### config.mk
export PLATFORM = sky130hd
export DESIGN_NAME = haar_dwt_cascade_flat
export DESIGN_NICKNAME = d
export VERILOG_FILES = /design/src/rtl/haar_dwt_cascade_pkg.sv /design/src/rtl/haar_dwt_cascade_if.sv /design/src/rtl/haar_dwt_cascade_level.sv /design/src/rtl/haar_dwt_cascade.sv /design/src/flat_wrapper.sv
export SDC_FILE = /design/constraint.sdc
export NUM_CORES = 1
export LEC_CHECK = 0
export CORE_ASPECT_RATIO = 1.1
export CORE_MARGIN = 3
export CORE_UTILIZATION = 40
export DETAILED_ROUTE_END_ITERATION = 8
export HOLD_SLACK_MARGIN = 0.05
export SETUP_SLACK_MARGIN = 0.5
export SYNTH_ARGS = -nofsm -noshare
export SYNTH_HDL_FRONTEND = slang
export SYNTH_HIERARCHICAL = 1
export SYNTH_SLANG_ARGS = --single-unit
### constraint.sdc
create_clock -name clk -period 3 [get_ports clk]
set_clock_uncertainty 0.15 [all_clocks]
set_input_delay 0.45 -clock clk [delete_from_list [all_inputs] [get_ports clk]]
set_output_delay 0.45 -clock clk [all_outputs]
set_load 0.005 [all_outputs]
### src/rtl/haar_dwt_cascade_pkg.sv
// -----------------------------------------------------------------------------
// haar_dwt_cascade_pkg
//   Shared constants and the Haar butterfly used by every cascade level.
//   - DEFAULT_ADC_WIDTH : default sample/coefficient width
//   - MAX_LEVELS        : deepest supported cascade
//   - haar_pair()       : returns {a, d} for an (earlier, later) operand pair
// -----------------------------------------------------------------------------
package haar_dwt_cascade_pkg;

    localparam int DEFAULT_ADC_WIDTH = 14;
    localparam int MAX_LEVELS        = 4;

    // Working width of the butterfly. Operands are sign-extended into it, so
    // the sum/difference is exact for any ADC_WIDTH up to 30 bits; the low
    // ADC_WIDTH bits after the shift equal the ADC_WIDTH+1-bit result.
    localparam int CALC_W = 32;

    typedef struct packed {
        logic signed [CALC_W-1:0] a;
        logic signed [CALC_W-1:0] d;
    } haar_pair_t;

    // Arithmetic shift gives floor rounding (toward -inf).
    function automatic haar_pair_t haar_pair(input logic signed [CALC_W-1:0] e,
                                             input logic signed [CALC_W-1:0] o);
        haar_pair_t r;
        r.a = (e + o) >>> 1;
        r.d = (e - o) >>> 1;
        return r;
    endfunction

endpackage

### src/rtl/haar_dwt_cascade_if.sv
// -----------------------------------------------------------------------------
// haar_dwt_cascade_if
//   Sample input and coefficient output bundle of the Haar cascade.
//   master : upstream/consumer side (drives samples and controls)
//   slave  : the cascade itself (drives coefficients, strobes, pair count)
// -----------------------------------------------------------------------------
interface haar_dwt_cascade_if
    import haar_dwt_cascade_pkg::*;
#(
    parameter int ADC_WIDTH = DEFAULT_ADC_WIDTH,
    parameter int LEVELS    = 3
);
    logic signed [ADC_WIDTH-1:0]        x_0;
    logic signed [ADC_WIDTH-1:0]        x_1;
    logic                               in_valid;
    logic                               en;
    logic                               sync_clr;
    logic        [LEVELS*ADC_WIDTH-1:0] detail_out;
    logic        [LEVELS-1:0]           detail_valid;
    logic signed [ADC_WIDTH-1:0]        approx_out;
    logic                               approx_valid;
    logic        [15:0]                 pair_cnt;

    modport master (
        output x_0, x_1, in_valid, en, sync_clr,
        input  detail_out, detail_valid, approx_out, approx_valid, pair_cnt
    );

    modport slave (
        input  x_0, x_1, in_valid, en, sync_clr,
        output detail_out, detail_valid, approx_out, approx_valid, pair_cnt
    );
endinterface

### src/rtl/haar_dwt_cascade_level.sv
// -----------------------------------------------------------------------------
// haar_level
//   One Haar octave: phase bit, hold register and registered a/d outputs.
//   FIRST=1 : operands come directly from in_e (x[n-1]) / in_o (x[n]) and
//             every second accepted input completes a pair.
//   FIRST=0 : in_o is the previous level's approximation; the first of each
//             pair is parked in hold, the second completes the pair.
// Ports
//   clk, rst_n        clock / async active-low reset
//   sync_clr          clears phase and drops the incoming strobe
//   in_valid          input strobe (already qualified by en for level 1)
//   in_e, in_o        earlier / later operand
//   fire              combinational: this cycle completes a pair
//   a_out, d_out      registered coefficients, held between strobes
//   valid_out         one-cycle result strobe
// -----------------------------------------------------------------------------
module haar_level
    import haar_dwt_cascade_pkg::*;
#(
    parameter int ADC_WIDTH = DEFAULT_ADC_WIDTH,
    parameter bit FIRST     = 1'b0
) (
    input  logic                        clk,
    input  logic                        rst_n,
    input  logic                        sync_clr,
    input  logic                        in_valid,
    input  logic signed [ADC_WIDTH-1:0] in_e,
    input  logic signed [ADC_WIDTH-1:0] in_o,
    output logic                        fire,
    output logic signed [ADC_WIDTH-1:0] a_out,
    output logic signed [ADC_WIDTH-1:0] d_out,
    output logic                        valid_out
);
    logic                        phase;
    logic                        accept;
    logic signed [ADC_WIDTH-1:0] hold;
    logic signed [ADC_WIDTH-1:0] e_sel;
    haar_pair_t                  res;

    // NOTE: every always_comb output gets a value on every path, so no latch.
    always_comb begin
        accept = in_valid & ~sync_clr;
        fire   = accept & phase;
        e_sel  = FIRST ? in_e : hold;
        res    = haar_pair(CALC_W'(e_sel), CALC_W'(in_o));
    end

    // NOTE: non-blocking assignments so all levels update from pre-edge values.
    always_ff @(posedge clk or negedge rst_n) begin
        if (!rst_n) begin
            phase     <= 1'b0;
            hold      <= '0;
            a_out     <= '0;
            d_out     <= '0;
            valid_out <= 1'b0;
        end else begin
            // sync_clr forces accept low, so in-flight strobes die here too.
            valid_out <= fire;
            if (sync_clr) begin
                phase <= 1'b0;
            end else if (accept) begin
                phase <= ~phase;
            end
            if (!FIRST && accept && !phase) begin
                hold <= in_o;
            end
            if (fire) begin
                a_out <= res.a[ADC_WIDTH-1:0];
                d_out <= res.d[ADC_WIDTH-1:0];
            end
        end
    end
endmodule

### src/rtl/haar_dwt_cascade.sv
// -----------------------------------------------------------------------------
// haar_dwt_cascade
//   LEVELS-deep Haar wavelet decomposition of the ADC sample stream. Level 1
//   pairs x[n-1]/x[n]; each deeper level pairs the previous approximation,
//   one register stage per level.
// Ports
//   clk, rst_n   clock / async active-low reset
//   bus (slave)  x_0, x_1, in_valid, en, sync_clr in;
//                detail_out, detail_valid, approx_out, approx_valid,
//                pair_cnt out
//   LEVELS must lie in 1..MAX_LEVELS.
// -----------------------------------------------------------------------------
module haar_dwt_cascade
    import haar_dwt_cascade_pkg::*;
#(
    parameter int ADC_WIDTH = DEFAULT_ADC_WIDTH,
    parameter int LEVELS    = 3
) (
    input  logic               clk,
    input  logic               rst_n,
    haar_dwt_cascade_if.slave  bus
);
    logic signed [ADC_WIDTH-1:0]        a_lvl [LEVELS];
    logic signed [ADC_WIDTH-1:0]        d_lvl [LEVELS];
    logic        [LEVELS-1:0]           v_lvl;
    logic        [LEVELS-1:0]           fire_lvl;
    logic        [LEVELS*ADC_WIDTH-1:0] detail_pk;
    logic        [15:0]                 pair_cnt_q;

    for (genvar k = 0; k < LEVELS; k++) begin : g_level
        if (k == 0) begin : g_first
            // en gates only new level-1 acceptance; deeper levels keep draining.
            haar_level #(.ADC_WIDTH(ADC_WIDTH), .FIRST(1'b1)) u_level (
                .clk       (clk),
                .rst_n     (rst_n),
                .sync_clr  (bus.sync_clr),
                .in_valid  (bus.in_valid & bus.en),
                .in_e      (bus.x_1),
                .in_o      (bus.x_0),
                .fire      (fire_lvl[k]),
                .a_out     (a_lvl[k]),
                .d_out     (d_lvl[k]),
                .valid_out (v_lvl[k])
            );
        end else begin : g_next
            haar_level #(.ADC_WIDTH(ADC_WIDTH), .FIRST(1'b0)) u_level (
                .clk       (clk),
                .rst_n     (rst_n),
                .sync_clr  (bus.sync_clr),
                .in_valid  (v_lvl[k-1]),
                .in_e      (a_lvl[k-1]),
                .in_o      (a_lvl[k-1]),
                .fire      (fire_lvl[k]),
                .a_out     (a_lvl[k]),
                .d_out     (d_lvl[k]),
                .valid_out (v_lvl[k])
            );
        end
        assign detail_pk[k*ADC_WIDTH +: ADC_WIDTH] = d_lvl[k];
    end

    // Counts completed level-1 pairs on the same edge their result registers.
    always_ff @(posedge clk or negedge rst_n) begin
        if (!rst_n) begin
            pair_cnt_q <= '0;
        end else if (fire_lvl[0]) begin
            pair_cnt_q <= pair_cnt_q + 16'd1;
        end
    end

    assign bus.detail_out   = detail_pk;
    assign bus.detail_valid = v_lvl;
    assign bus.approx_out   = a_lvl[LEVELS-1];
    assign bus.approx_valid = v_lvl[LEVELS-1];
    assign bus.pair_cnt     = pair_cnt_q;
endmodule

### src/flat_wrapper.sv
// flat-port wrapper written by rule: the top's interface ports become plain ports
module haar_dwt_cascade_flat import haar_dwt_cascade_pkg::*;
#(
    parameter int ADC_WIDTH = DEFAULT_ADC_WIDTH,
    parameter int LEVELS    = 3
)
  (clk, rst_n, bus_x_0, bus_x_1, bus_in_valid, bus_en, bus_sync_clr, bus_detail_out, bus_detail_valid, bus_approx_out, bus_approx_valid, bus_pair_cnt);
  haar_dwt_cascade_if #(.ADC_WIDTH(ADC_WIDTH), .LEVELS(LEVELS)) bus_i ();
  input  logic clk;
  input  logic rst_n;
  input wire logic [$bits(bus_i.x_0)-1:0] bus_x_0;
  input wire logic [$bits(bus_i.x_1)-1:0] bus_x_1;
  input wire logic [$bits(bus_i.in_valid)-1:0] bus_in_valid;
  input wire logic [$bits(bus_i.en)-1:0] bus_en;
  input wire logic [$bits(bus_i.sync_clr)-1:0] bus_sync_clr;
  output wire logic [$bits(bus_i.detail_out)-1:0] bus_detail_out;
  output wire logic [$bits(bus_i.detail_valid)-1:0] bus_detail_valid;
  output wire logic [$bits(bus_i.approx_out)-1:0] bus_approx_out;
  output wire logic [$bits(bus_i.approx_valid)-1:0] bus_approx_valid;
  output wire logic [$bits(bus_i.pair_cnt)-1:0] bus_pair_cnt;
  assign bus_i.x_0 = bus_x_0;
  assign bus_i.x_1 = bus_x_1;
  assign bus_i.in_valid = bus_in_valid;
  assign bus_i.en = bus_en;
  assign bus_i.sync_clr = bus_sync_clr;
  assign bus_detail_out = bus_i.detail_out;
  assign bus_detail_valid = bus_i.detail_valid;
  assign bus_approx_out = bus_i.approx_out;
  assign bus_approx_valid = bus_i.approx_valid;
  assign bus_pair_cnt = bus_i.pair_cnt;
  haar_dwt_cascade #(.ADC_WIDTH(ADC_WIDTH), .LEVELS(LEVELS)) u_core (.clk(clk), .rst_n(rst_n), .bus(bus_i));
endmodule
* Yosys cells after proc, flatten, opt, wreduce, memory -nomap -nowiden
Index checks and enable logic that the tools add are counted.
Word-level totals: register bits after elaboration 134, input port bits 33, output and inout bits 76, word-level logic and storage cells 46
Cells by class: add/subtract/negate cells 7, multiplexer cells 6, bitwise operators 11, reductions and logical operators 7
Operators by type and width (number):
- $add 14x14->15 | 3
- $sub 14x14->15 | 3
- $add 16x1->16 const B | 1
- $and 1x1->1 | 7
- $mux 1 | 6
- $reduce_bool 2->1 | 3
- $not 1->1 | 4
- $logic_and 1x1->1 | 2
- $logic_not 1->1 | 2

* Depth between registers and ports, before layout
depth after elaboration 4, depth in mapped cells 9, mapped depth without buffers 8

* Hierarchy
Netlist, hierarchy kept.
Modules (own cells, without submodules):
- haar_level at u_core.g_level[2].g_next.u_level | times used 1, cells each 329, area each 3064.2 µm², sequential area each 1101.1 µm²
- haar_level at u_core.g_level[1].g_next.u_level | times used 1, cells each 332, area each 3037.9 µm², sequential area each 1101.1 µm²
- haar_level at u_core.g_level[0].g_first.u_level | times used 1, cells each 298, area each 2507.4 µm², sequential area each 750.7 µm²
- haar_dwt_cascade | times used 1, cells each 56, area each 690.7 µm², sequential area each 400.4 µm²

* Least setup slack after synthesis
OpenSTA, ideal clock, no wires.
path type register to register, from register u_core.g_level[0].g_first.u_level.a_out[0], to register u_core.g_level[1].g_next.u_level.a_out[13], setup time 0.082 ns, data arrival time 2.064 ns, required time 2.768 ns, slack 0.703 ns, stages on the path, launching flop included 9, buffers on the path 0, period minus slack after synthesis 2.297 ns, cells stage by stage dfrtp_1 > and2_1 > fa_1 > nor2b_1 > o311ai_2 > a21oi_1 > o211a_1 > o311a_1 > o22ai_1
Between the ends: word-level cells in the longest chain between the ends 1
RTL lines:
- start: declaration | RTL line haar_dwt_cascade_level.sv:30 | output logic signed [ADC_WIDTH-1:0] a_out,
- start signal: assignment | RTL line haar_dwt_cascade_level.sv:68 | a_out <= res.a[ADC_WIDTH-1:0];
- $add 14x14->15 | RTL line haar_dwt_cascade_pkg.sv:27 | r.a = (e + o) >>> 1;
- end signal: assignment | RTL line haar_dwt_cascade_level.sv:68
- end: declaration | RTL line haar_dwt_cascade_level.sv:30
No other way between the ends. A chain may end at the register's enable or synchronous reset.

* Worst setup path in the final report
Same ends and word-level chain as after synthesis.

==> impl_metrics.tcl <==
set metrics [dict create \
    hold_depth 2 \
    firstDrtPassIters 4 \
    synthArstFlopShare_pct 100 \
    overflow 0 \
    drtIter0Drc 270 \
    vias 7268 \
    dp_hpwl_um 16100 \
    layout.nets 1240 \
    r2r-start "u_core/g_level[0].g_first.u_level/a_out[0]" \
    cts_root_buffer "clkbuf_16" \
    wl_per_cell_um 14.7 \
    synth_edf_count 0 \
    p_leak_nw 5.27 \
    clk_latency_ns 0.42 \
    power_density_nw_per_um2 554 \
    r2r_cells 8 \
    gp_congestion 0.888 \
    wl_um 21000 \
    post-route-period-util_pct 81.9 \
    relSlewSlack_pct 66.6 \
    numCtsBuffers 17 \
    fin_area_um2 11600 \
    port_buffers 108 \
    final_hold_viol_count 0 \
    cts_tree "built" \
    fin_crit_ns 2.46 \
    final_layout_size_suffix_gt1_share_pct 14.6 \
    ant_nets 0 \
    grt_util_all_layers_pct 17.3 \
    yosysSeqAreaShare_pct 36.1 \
    clkSlewWorstSetupHoldPaths_ns 0.06 \
    drcViolationCount 0 \
    fmax_mhz 407 \
    grt_antenna_before_repair 0 \
    critPathLaunchType "flip-flop" \
    ys_ff_latch 134 \
    ios 109 \
    rsz0062_at_grt "true" \
    path_cells "and2_4 -> fa_2 -> nor2b_4 -> o311ai_4 -> a21oi_2 -> o211a_1 -> o311a_1 -> o22ai_1" \
    die_y_um 166 \
    crit_type "reg -> reg" \
    synth_area_per_cell_um2 9.16 \
    synth_area_um2 9300 \
    grt_max_degree 59 \
    htreeDepth 4 \
    hp-start "u_core/g_level[1].g_next.u_level/d_out[3]" \
    drv_cap 0 \
    hold_path.class "reg -> reg" \
    status "finished clean" \
    setup_viol 0 \
    hold_end "u_core/g_level[1].g_next.u_level/d_out[3]" \
    fp.coreArea_um2 22500 \
    reg2reg_slack_ns 0.54 \
    die_w_um 151 \
    slowest_stage "dfrtp_1" \
    diodes 0 \
    syn_to_final_growth_pct 24.2 \
    grt_pass1_vias 7285 \
    drv_slew 0 \
    fin_tns_setup_ns 0 \
    grt_pass1_wl_um 35800 \
    synth.distinct_cells 87 \
    ir_worst_vdd_mv 0.385 \
    r2r-end "u_core/g_level[1].g_next.u_level/a_out[13]" \
    worst_path_largest_cell_delay_ns 0.40 \
    crit_required_ns 3.19 \
    tightestPinTransition_ns 0.501 \
    via_per_inst 5.09 \
    die-area_um2 25100 \
    cts_buffer_depth 2 \
    syn_inst 1015 \
    synth-main-ff-cell "dfrtp_1" \
    ys_warn_count 6 \
    clock_sinks 134 \
    arrival_ns 2.64 \
    dpl_cell_area_um2 10700 \
    cp-end-kind "flip-flop" \
    crit_fanout 4 \
    start_util_pct 41.4 \
    syn_nets 1133 \
    row_count 57 \
]
cell families after synthesis:
| group | share of synthesized area, % |
|---|---|
| fa+ha+maj | 11.9 |
| mux | 3.81 |
| flops | 36.1 |
| buf+inv | 6.44 |
| xor+xnor | 7.24 |
| simple gates | 15.2 |
| compound gates | 19.3 |
cells in the mapped netlist (5+ instances only):
| cell type | number | area [µm²] |
|---|---|---|
| a21o_1 | 9 | 67.6 |
| a21oi_1 | 60 | 300 |
| a221oi_1 | 6 | 52.6 |
| a31oi_1 | 7 | 43.8 |
| and2_1 | 6 | 37.5 |
| and3_1 | 8 | 50.1 |
| buf_2 | 20 | 100 |
| buf_4 | 9 | 67.6 |
| buf_6 | 5 | 56.3 |
| clkbuf_1 | 17 | 63.8 |
| dfrtp_1 | 134 | 3350 |
| fa_1 | 6 | 120 |
| ha_1 | 79 | 988 |
| inv_1 | 73 | 274 |
| mux2_2 | 27 | 304 |
| mux2i_1 | 5 | 50.1 |
| nand2_1 | 119 | 447 |
| nand2b_1 | 10 | 62.6 |
| nand3_1 | 20 | 100 |
| nand4_1 | 9 | 56.3 |
| nor2_1 | 56 | 210 |
| nor2b_1 | 15 | 93.8 |
| nor3_1 | 12 | 60.1 |
| nor4_1 | 9 | 56.3 |
| o211ai_1 | 7 | 52.6 |
| o21ai_0 | 71 | 355 |
| o21ai_1 | 26 | 130 |
| o21bai_1 | 9 | 67.6 |
| o31ai_1 | 9 | 67.6 |
| xnor2_1 | 53 | 464 |
| xor2_1 | 22 | 193 |
where the power goes:
part           internal, mW  switching (mW)
Combinational         0.974            1.21
Sequential             2.00           0.168
Clock                  1.30           0.752
state kept, by name, summed over array words and instances (netlist names):
signal                                    cells
u_core/bus.pair_cnt                          16
u_core/g_level.g_first.u_level/a_out         14
u_core/g_level.g_first.u_level/d_out         14
u_core/g_level.g_first.u_level/phase          1
u_core/g_level.g_first.u_level/valid_out      1
u_core/g_level.g_next.u_level/a_out          28
u_core/g_level.g_next.u_level/d_out          28
u_core/g_level.g_next.u_level/e_sel          28
u_core/g_level.g_next.u_level/phase           2
u_core/g_level.g_next.u_level/valid_out       2
cells in the final DEF (no fill, tap or decap), types with 4 or more instances in the layout:
cell type and count:
dfrtp_1 132, mux2i_1 5, clkbuf_16 17, o22ai_1 4, a21o_1 9, a21oi_2 6
a221oi_1 6, nand2b_1 10, ha_2 8, a211oi_1 4, nor3_2 5, o21bai_1 9
and3_1 8, o21ai_1 27, or4_1 4, nor4_1 8, nand4_1 9, a31oi_1 6
xnor2_1 53, clkbuf_8 4, nand3_1 20, o31ai_2 5, mux2_2 27, nor2b_1 14
o21ai_0 69, o31ai_1 6, fa_1 5, buf_4 32, nand2_1 119, and2_1 5
a211o_1 4, xor2_1 22, inv_1 73, ha_4 4, o211ai_1 7, clkdlybuf4s50_1 106
nor2_1 54, nor3_1 9, ha_1 67, a21oi_1 54
metal layers:
metal / track usage [%] / share of wire, %
met3: 2.73 / 3.2
met4: 5.44 / 1.6
met5: 0 / 0
met1: 21.7 / 44
met2: 30.4 / 51
worst max path at each step:
stage	start	to	slack [ns]
after floorplan	u_core/g_level[0].g_first.u_level/a_out[0]	u_core/g_level[1].g_next.u_level/a_out[13]	0.70
after global placement	bus_x_0[0]	u_core/g_level[0].g_first.u_level/a_out[11]	0.08
after detailed placement	bus_x_1[1]	u_core/g_level[0].g_first.u_level/d_out[13]	0.06
after CTS	u_core/g_level[0].g_first.u_level/a_out[0]	u_core/g_level[1].g_next.u_level/a_out[13]	0.46
after global routing	bus_x_0[8]	u_core/g_level[0].g_first.u_level/a_out[12]	0.44
final	u_core/g_level[0].g_first.u_level/a_out[0]	u_core/g_level[1].g_next.u_level/a_out[13]	0.54
stage by stage:
stage               utilization [%]  std cells  setup WS (ns)  hold WS (ns)  total power, mW
finish                         51.4       1429          0.544         0.329             6.40
global placement               47.5       1389         0.0793         0.289             4.21
CTS                            50.3       1423          0.464         0.333             6.35
global route                   51.4       1429          0.435         0.342             6.84
detailed placement             47.5       1389         0.0631         0.284             4.23
floorplan                         -       1015          0.703       0.00441             3.56
cell type report:
cell class                 count  area (µm²)
fill                        2154       10900
multi-input combinational    747        5570
sequential                   134        3360
timing repair buffer         143        1380
clock buffer                  23         488
tap                          295         369
inverter                      79         297
clock inverter                 8        97.6
critical path: cells and delay by family (launching register included):
kind	cells	cell delay, ns
AOI/OAI and AO/OA	5	1.15
adders and majority gates	1	0.34
DFF	1	0.40
and+or+nand+nor	2	0.32
repair_timing:
item / in CTS / in global routing
endpoints found under the hold margin: 51 / 0
resized for setup: 4 / 45
hold buffers: 1 / 0
endpoints found under the setup margin: 5 / 29
buffers inserted: 2 / 6
pin swaps: 4 / 17
(Power assumes the default switching activity.)
